==> src/rtl/sprite_line_renderer_if.sv <==
// sprite_line_renderer_if: object request, sprite-ROM and line-buffer signals; hflip exists only with SPRITE_HFLIP_EN
interface sprite_line_renderer_if #(
  parameter int COLOR_W = 8,
  parameter int ROM_AW = 15
);
  logic [9:0] ycoor;
  logic [23:0] object_info;
`ifdef SPRITE_HFLIP_EN
  logic hflip;
`endif
  logic start;
  logic [COLOR_W-1:0] rom_data;
  logic [ROM_AW-1:0] sprite_addr;
  logic [9:0] buf_addr;
  logic [COLOR_W-1:0] buf_data;
  logic buf_we;
  logic busy;
  logic ready;
  modport master(
`ifdef SPRITE_HFLIP_EN
    output hflip,
`endif
    output ycoor, object_info, start, rom_data,
    input sprite_addr, buf_addr, buf_data, buf_we, busy, ready
  );
  modport slave(
`ifdef SPRITE_HFLIP_EN
    input hflip,
`endif
    input ycoor, object_info, start, rom_data,
    output sprite_addr, buf_addr, buf_data, buf_we, busy, ready
  );
endinterface

==> src/rtl/sprite_line_renderer.sv <==
// sprite_line_renderer: draws one sprite row into the line buffer with clipping and colour keying; SPRITE_HFLIP_EN adds horizontal mirroring
module sprite_line_renderer #(
  parameter int SPRITE_W = 32,
  parameter int SPRITE_H = 32,
  parameter int NUM_SPRITES = 32,
  parameter int SCREEN_W = 640,
  parameter int COLOR_W = 8,
  parameter logic [COLOR_W-1:0] TRANSPARENT = 8'hFF,
  parameter int ROM_AW = $clog2(NUM_SPRITES*SPRITE_W*SPRITE_H)
) (
  input logic clk50,
  input logic reset,
  sprite_line_renderer_if.slave bus
);
  localparam int CW = $clog2(SPRITE_W);
  localparam int RW = $clog2(SPRITE_H);
  localparam int IW = $clog2(NUM_SPRITES);
  typedef enum logic [1:0] {IDLE, FETCH, DRAIN, DONE} state_t;
  state_t state_q, state_d;
  logic [CW-1:0] c_q, c_d, src_col;
  logic valid_q, valid_d;
  logic [10:0] dst_q, dst_d;
  logic [9:0] y_top, diff;
  logic hit;
  assign y_top = {1'b0, bus.object_info[8:0]};
  assign diff = bus.ycoor - y_top;
  assign hit = bus.ycoor >= y_top && diff < 10'(SPRITE_H);
`ifdef SPRITE_HFLIP_EN
  assign src_col = c_q ^ {CW{bus.hflip}};
`else
  assign src_col = c_q;
`endif
  always_comb begin
    state_d = state_q;
    c_d = c_q;
    valid_d = 1'b0;
    dst_d = dst_q;
    case (state_q)
      IDLE: begin
        c_d = '0;
        if (bus.start) state_d = hit ? FETCH : DONE;
      end
      FETCH: begin
        c_d = c_q + 1'b1;
        valid_d = 1'b1;
        dst_d = {1'b0, bus.object_info[18:9]} + 11'(c_q);
        if (c_q == CW'(SPRITE_W-1)) state_d = DRAIN;
      end
      DRAIN: state_d = DONE;
      DONE: if (!bus.start) state_d = IDLE;
      default: state_d = IDLE;
    endcase
  end
  always_ff @(posedge clk50) begin
    if (reset) begin
      state_q <= IDLE;
      c_q <= '0;
      valid_q <= 1'b0;
      dst_q <= '0;
    end else begin
      state_q <= state_d;
      c_q <= c_d;
      valid_q <= valid_d;
      dst_q <= dst_d;
    end
  end
  // ROM answers one cycle after the address, so the write uses the captured column
  assign bus.sprite_addr = state_q == FETCH ? {bus.object_info[19 +: IW], diff[RW-1:0], src_col} : '0;
  assign bus.buf_addr = dst_q[9:0];
  assign bus.buf_data = bus.rom_data;
  assign bus.buf_we = valid_q && dst_q < 11'(SCREEN_W) && bus.rom_data != TRANSPARENT;
  assign bus.busy = state_q == FETCH || state_q == DRAIN;
  assign bus.ready = state_q == DONE;
endmodule

==> src/flat_wrapper.sv <==
// flat-port wrapper written by rule: the top's interface ports become plain ports
module sprite_line_renderer_flat 
#(
  parameter int SPRITE_W = 32,
  parameter int SPRITE_H = 32,
  parameter int NUM_SPRITES = 32,
  parameter int SCREEN_W = 640,
  parameter int COLOR_W = 8,
  parameter logic [COLOR_W-1:0] TRANSPARENT = 8'hFF,
  parameter int ROM_AW = $clog2(NUM_SPRITES*SPRITE_W*SPRITE_H)
)
  (clk50, reset, bus_ycoor, bus_object_info, bus_start, bus_rom_data, bus_sprite_addr, bus_buf_addr, bus_buf_data, bus_buf_we, bus_busy, bus_ready);
  sprite_line_renderer_if #(.COLOR_W(COLOR_W), .ROM_AW(ROM_AW)) bus_i ();
  input logic clk50;
  input logic reset;
  input wire logic [$bits(bus_i.ycoor)-1:0] bus_ycoor;
  input wire logic [$bits(bus_i.object_info)-1:0] bus_object_info;
  input wire logic [$bits(bus_i.start)-1:0] bus_start;
  input wire logic [$bits(bus_i.rom_data)-1:0] bus_rom_data;
  output wire logic [$bits(bus_i.sprite_addr)-1:0] bus_sprite_addr;
  output wire logic [$bits(bus_i.buf_addr)-1:0] bus_buf_addr;
  output wire logic [$bits(bus_i.buf_data)-1:0] bus_buf_data;
  output wire logic [$bits(bus_i.buf_we)-1:0] bus_buf_we;
  output wire logic [$bits(bus_i.busy)-1:0] bus_busy;
  output wire logic [$bits(bus_i.ready)-1:0] bus_ready;
  assign bus_i.ycoor = bus_ycoor;
  assign bus_i.object_info = bus_object_info;
  assign bus_i.start = bus_start;
  assign bus_i.rom_data = bus_rom_data;
  assign bus_sprite_addr = bus_i.sprite_addr;
  assign bus_buf_addr = bus_i.buf_addr;
  assign bus_buf_data = bus_i.buf_data;
  assign bus_buf_we = bus_i.buf_we;
  assign bus_busy = bus_i.busy;
  assign bus_ready = bus_i.ready;
  sprite_line_renderer #(.SPRITE_W(SPRITE_W), .SPRITE_H(SPRITE_H), .NUM_SPRITES(NUM_SPRITES), .SCREEN_W(SCREEN_W), .COLOR_W(COLOR_W), .TRANSPARENT(TRANSPARENT), .ROM_AW(ROM_AW)) u_core (.clk50(clk50), .reset(reset), .bus(bus_i));
endmodule
==> config.mk <==
export PLATFORM = sky130hd
export DESIGN_NAME = sprite_line_renderer_flat
export DESIGN_NICKNAME = d
export VERILOG_FILES = /design/src/rtl/sprite_line_renderer_if.sv /design/src/rtl/sprite_line_renderer.sv /design/src/flat_wrapper.sv
export SDC_FILE = /design/constraint.sdc
export NUM_CORES = 1
export LEC_CHECK = 0
export BUFFER_PORTS_ARGS = -buffer_cell sky130_fd_sc_hd__buf_2
export CAP_MARGIN = 20
export CORE_MARGIN = 2
export CORE_UTILIZATION = 43
export DETAILED_ROUTE_END_ITERATION = 10
export PLACE_DENSITY_LB_ADDON = 0.1
export SETUP_SLACK_MARGIN = 0.02
export SLEW_MARGIN = 20
export SYNTH_ARGS = -nofsm -noshare
export SYNTH_HDL_FRONTEND = slang
export SYNTH_SLANG_ARGS = --single-unit
==> constraint.sdc <==
create_clock -name clk50 -period 1.8 [get_ports clk50]
set_input_delay 0.09 -clock clk50 [delete_from_list [all_inputs] [get_ports clk50]]
set_output_delay 0.09 -clock clk50 [all_outputs]
set_load 0.05 [all_outputs]
==> results.json, run 1 <==
{
  "worst-endpoint-arrival_ns": 1.97,
  "n_antenna_cell": 0,
  "final_antenna_net_count": 0,
  "drcViolationCount": 0,
  "vdd_drop_max_uv": 1025,
  "clk_latency_ns": 0.25,
  "hold_violations": 0,
  "clock_sinks": 19,
  "cts_buffer_depth": 2,
  "async_reset_ff_frac": 0,
  "clk_pin_slew_ns": 0.07,
  "hpwl_mm": 3.071,
  "vias": 1720,
  "ys_seq_area_frac": 0.2182,
  "rsz0062_at_grt": "yes",
  "synth.avg_cell_area_sq_um": 7.995,
  "gr-total-overflow": 0,
  "port_buffers": 80,
  "globalRouteTotalUtil": 0.1614,
  "wl_mm": 3.873,
  "htreeDepth": 1,
  "yosysMostFrequentCell": "nor2_1",
  "max_cap_viol_count": 0,
  "ys_ff_latch": 19,
  "synthCells": 218,
  "switching_share": 0.5225,
  "synth_nets": 285,
  "p_leak_nw": 1.202,
  "worstPathMaxFanout": 3,
  "drt_pre_antenna_iters": 4,
  "setup.worst_path.end_class": "register",
  "drtIter0Drc": 43,
  "die-width_um": 67.67,
  "synthFlopType": "dfxtp_1",
  "start_util": 0.4421,
  "hold_class": "in2reg",
  "worst_pin_slew_ns": 0.3763,
  "p_int_mw": 1.340,
  "holdWs_ns": 0.1429,
  "grt_pass1_vias": 1356,
  "period_share": 1.001,
  "outcome": "finished, violations left",
  "drive_gt1_frac": 0.4238,
  "ys_top_cells_by_area": "dfxtp_1 (22%), ha_1 (14%), buf_4 (7.8%), nor2_1 (6.2%), and2_1 (3.9%)",
  "cts_tree": "built",
  "yosysWarnings": 0,
  "critPathRequiredTime_ns": 1.97,
  "final_util": 0.5998,
  "pwr-share-seq": 0.219,
  "synth_area_leader_cell": "dfxtp_1",
  "setup_violations": 1,
  "final_max_slew_viol_count": 0,
  "antenna_found_initial": 0,
  "fin_nets": 370,
  "ys_top_cells_by_count": "nor2_1 (29), ha_1 (20), dfxtp_1 (19)",
  "multi_input_area_sq_mm": 0.001207,
  "max_freq_mhz": 554.8,
  "gp_congestion": 0.7936,
  "wire_per_inst_um": 11.00,
  "clkPwrFrac": 0.104,
  "core_area_sq_mm": 0.003943,
  "die_area_sq_mm": 0.004579,
  "synth-edff-count": 0,
  "p_comb_frac": 0.676,
  "yosys.area.top_type_share": 0.2182,
  "cts_buffers": 3,
  "p_per_area_mw_per_mm2": 1187,
  "seq_area_sq_um": 385.4,
  "p_total_mw": 2.806,
  "fin_ws_ns": -0.002361,
  "area_growth_pct": 35.68,
  "die_height_um": 67.67,
  "ioPinCount": 81,
  "worstSetupPathType": "reg2reg",
  "via_per_inst": 4.886,
  "switching_power_mw": 1.466,
  "grt_pass1_wl_mm": 5.658,
  "relSlewSlack": 0.7491,
  "rows": 23,
  "yosysUniqueCellTypes": 44,
  "period_minus_slack_ns": 1.802,
  "dp.cells": 342,
  "cp-start-kind": "register",
  "fill_cells": 392,
  "grt_max_degree": 22,
  "root_buffer": "clkbuf_8",
  "syn-cell-area_sq_mm": 0.001743,
  "fin_skew_ns": 0.001652,
  "fin_cells": 352,
  "failed_checks": "negative setup slack"
}
## layout make-up
| class | count | area share |
|---|---|---|
| inverters | 18 | 0.03016 |
| clock buffers | 4 | 0.01905 |
| well taps | 50 | 0.02646 |
| repair buffers | 105 | 0.2508 |
| multi-input cells | 156 | 0.5106 |
| flip-flops and latches | 19 | 0.1630 |
## path summary, 6_finish.rpt
path / from / endpoint / slack, ns / depth (start not counted)
worst max-delay path: u_core.c_q[0] / u_core.dst_q[8] / -0.002 / 9
worst min-delay path: bus_object_info[18] / u_core.dst_q[10] / 0.14 / 3
worst max register to register: u_core.c_q[0] / u_core.dst_q[8] / -0.002 / 9
worst min register to register: u_core.dst_q[10] / u_core.dst_q[10] / 0.48 / 2
## repair_timing
action	CTS	global route
hold buffers	0	0
endpoints found under the setup margin	6	14
gates resized for setup	4	13
cloned	0	0
pin swaps	3	8
buffers inserted	1	5
## placed cells by master, fill, tap and decap left out, types with 2 or more instances in the layout
cell / instances
a211oi_1: 7
a21o_1: 2
a21oi_1: 11
a21oi_2: 2
a31oi_1: 2
a32oi_1: 2
and2_1: 11
and3_1: 5
buf_2: 78
buf_4: 24
clkbuf_4: 3
clkbuf_8: 3
dfxtp_1: 17
ha_1: 17
ha_4: 3
inv_1: 16
mux2i_1: 5
nand2_1: 5
nand2b_1: 2
nand4_1: 3
nor2_1: 28
nor2b_1: 2
nor3_1: 5
nor3b_1: 4
o21ai_0: 2
o21ai_1: 2
o21ai_2: 2
xnor2_1: 6
xor2_1: 6
## power by group through the flow
stage	clock network (mW)	logic [mW]	registers [mW]
detailed placement	0	1.76	0.621
finish	0.292	1.90	0.616
floorplan	0	1.45	0.610
CTS	0.308	1.78	0.612
global route	0.326	2.05	0.633
global placement	0	1.76	0.619
## critical path: stages (launching register included)
cell,delay [ns]
dfxtp_4,0.36
ha_4,0.12
inv_2,0.03
fa_2,0.33
nor2b_1,0.12
o21ai_1,0.09
a21boi_2,0.20
o2111ai_2,0.13
xor2_1,0.16
a211oi_1,0.19
## state kept, by name, summed over array words and instances, names as in the netlist
| name | cells |
|---|---|
| u_core.c_q | 5 |
| u_core.dst_q | 11 |
| u_core.state_q | 2 |
| u_core.valid_q | 1 |
## per-stage QoR
stage	TNS (ns)	cell area [sq um]	setup WS, ns
3_3_place_gp	-0.1830	2205	-0.1485
2_1_floorplan	-0.1210	1770	-0.02420
5_1_grt	-0.2663	2365	-0.08134
3_5_place_dp	-0.2567	2205	-0.2094
4_1_cts	-0.02691	2268	-0.02691
6_report	-0.002361	2365	-0.002361
## layer usage
metal | up-vias | part of all wire | global-route usage
met2 | 50 | 0.49 | 0.2855
met3 | 2 | 0.067 | 0.04000
met4 | 0 | 0.0049 | 0.03827
met5 | - | 0 | 0
li1 | 908 | - | -
met1 | 760 | 0.44 | 0.1944
## logic make-up (layout without fill, tap and decap cells)
| kind of cell | after synthesis | in the layout | share of synthesized area |
|---|---|---|---|
| multiplexers | 6 | 6 | 0.03518 |
| flip-flops | 19 | 19 | 0.2182 |
| AND/OR/NAND/NOR | 73 | 73 | 0.2146 |
| adder cells (fa/ha/maj) | 22 | 22 | 0.1665 |
| buffers and inverters | 43 | 127 | 0.1371 |
| XOR/XNOR | 12 | 12 | 0.06030 |
| AO/OA/AOI/OAI | 43 | 43 | 0.1680 |
Note: power is estimated with default switching activity, not from simulation.
==> inputs of run 2 (changes only) <==
Settings changed: CELL_PAD_IN_SITES_DETAIL_PLACEMENT from default to 0, CELL_PAD_IN_SITES_GLOBAL_PLACEMENT from default to 1, CORE_UTILIZATION 43 to 30.
==> run 2 against run 1 <==
  * The run still ends with negative setup slack left
  * Fmax is 1.0% lower
  * Critical endpoint unchanged
  * Setup slack worse by 0.018 ns
  * Die area grew 41%
  * Sequential share of layout area about the same
  * Final area down 0.37%
  * Critical path depth unchanged
  * Via count about the same
  * First-iteration DRC count is 49% lower
  * Clock-buffer cell count unchanged
  * Register-to-register slack got worse by 0.02 ns
  * Global-route usage shrank 3.0 points
  * Total power decreased by 1.5%
==> results.json, run 2 (synthesis results as in run 1) <==
{
  "fin_skew_ns": 0.004237,
  "die_height_um": 80.22,
  "dpl_worst_slack_ns": -0.2177,
  "antenna_found_initial": 0,
  "ff2ff_path_depth": 9,
  "grt_pass1_vias": 1609,
  "hold_end": "u_core.dst_q[10]",
  "period_minus_slack_ns": 1.821,
  "final_common_cell": "buf_2",
  "die_area_sq_mm": 0.006435,
  "cp-start-kind": "register",
  "top_regs": "u_core.dst_q x11, u_core.c_q x5, u_core.state_q x2",
  "max_cap_viol_count": 0,
  "n_antenna_cell": 0,
  "drcViolationCount": 0,
  "worstPathMaxFanout": 3,
  "cts_buffer_depth": 2,
  "grt_max_degree": 22,
  "worst_pin_slew_ns": 0.4058,
  "worst-endpoint-arrival_ns": 1.99,
  "r2r_end": "u_core.dst_q[8]",
  "p_leak_nw": 1.184,
  "regToRegSetupSlack_ns": -0.02,
  "hold_violations": 0,
  "port_buffers": 80,
  "gr-total-overflow": 0,
  "hold_class": "in2reg",
  "outcome": "finished, violations left",
  "setup.worst_path.end_class": "register",
  "r2r_start": "u_core.c_q[0]",
  "clk_latency_ns": 0.25,
  "core_area_sq_mm": 0.005574,
  "whs_path_depth": 3,
  "vdd_drop_max_uv": 1007,
  "vias": 1721,
  "dp.cells": 365,
  "cts_buffers": 3,
  "largest_reg_flops": 11,
  "final_cell_mix": "buf_2 (78), nor2_1 (28), buf_4 (21), dfxtp_1 (18)",
  "drtIter0Drc": 22,
  "worstSetupPathType": "reg2reg",
  "die-width_um": 80.22,
  "p_per_area_mw_per_mm2": 1173,
  "fin_ws_ns": -0.02084,
  "via_per_inst": 4.664,
  "failed_checks": "negative setup slack",
  "fin_tns_setup_ns": -0.02084,
  "clk_pin_slew_ns": 0.07,
  "fin_nets": 365,
  "hpwl_mm": 3.396,
  "cp-startpoint": "u_core.c_q[0]",
  "start_util": 0.3127,
  "final_util": 0.4227,
  "max_freq_mhz": 549.2,
  "cts_tree": "built",
  "p_total_mw": 2.764,
  "rsz0062_at_grt": "yes",
  "final_antenna_net_count": 0,
  "rows": 27,
  "cts-hold-fix-buffers": 0,
  "root_buffer": "clkbuf_8",
  "wl_mm": 4.129,
  "hold_start": "bus_object_info[18]",
  "htreeDepth": 1,
  "fin_cells": 369,
  "clock_sinks": 19,
  "ioPinCount": 81,
  "drive_gt1_frac": 0.4209,
  "area_growth_pct": 35.18,
  "setup_violations": 1,
  "drt_pre_antenna_iters": 4,
  "grt_pass1_wl_mm": 6.865,
  "globalRouteTotalUtil": 0.1310,
  "top_register": "u_core.dst_q",
  "relSlewSlack": 0.7295,
  "gp_congestion": 0.6973,
  "wire_per_inst_um": 11.19,
  "period_share": 1.012,
  "final_max_slew_viol_count": 0,
  "critPathRequiredTime_ns": 1.97
}
-- run 2: what timing repair did --
item                       in CTS  in global routing
gates cloned                    0                  0
buffers inserted                1                  0
gates resized for setup        10                  9
pin swaps                       5                  7
setup endpoints to repair       5                 18
-- run 2: through the flow --
stage,cell area [sq um],hold WS (ns)
after floorplan,1770,0.2608
after global placement,2240,0.4121
after detailed placement,2240,0.4101
after CTS,2328,0.1340
after global routing,2356,0.1425
final,2356,0.1341
-- run 2: critical path: stages (launching register included) --
cell,delay [ns]
dfxtp_4,0.36
ha_4,0.13
inv_2,0.03
fa_2,0.34
nor2b_2,0.12
o21ai_2,0.07
a21boi_2,0.19
o2111ai_2,0.12
xor2_1,0.15
a211oi_1,0.22
-- run 2: layout make-up --
| class | instances | area (sq um) |
|---|---|---|
| Timing Repair Buffer | 100 | 555.5 |
| Sequential cell | 19 | 384.1 |
| Fill cell | 595 | 3218 |
| Clock buffer | 4 | 45.04 |
| Inverter | 18 | 67.56 |
| Multi-Input combinational cell | 156 | 1214 |
| Tap cell | 72 | 90.09 |
-- run 2: worst max-delay path by stage --
stage	cells past startpoint	slack (ns)	end
after global placement	8	-0.17	u_core.state_q[1]
final	9	-0.02	u_core.dst_q[8]
after global routing	9	-0.19	u_core.dst_q[8]
after floorplan	6	-0.02	bus_sprite_addr[1]
after CTS	9	-0.05	u_core.dst_q[8]
after detailed placement	8	-0.22	u_core.state_q[1]
-- run 2: per-layer routing --
metal / GRT usage / share of wire
met1: 0.1578 / 0.45
met2: 0.2367 / 0.48
met3: 0.03708 / 0.073
met4: 0.01525 / 0.0031
met5: 0 / 0
-- run 2: power by group --
part / leakage [nW] / internal, mW / switching, mW
logic: 1.01 / 0.610 / 1.24
clock network: 0.0228 / 0.157 / 0.139
registers: 0.156 / 0.537 / 0.0774
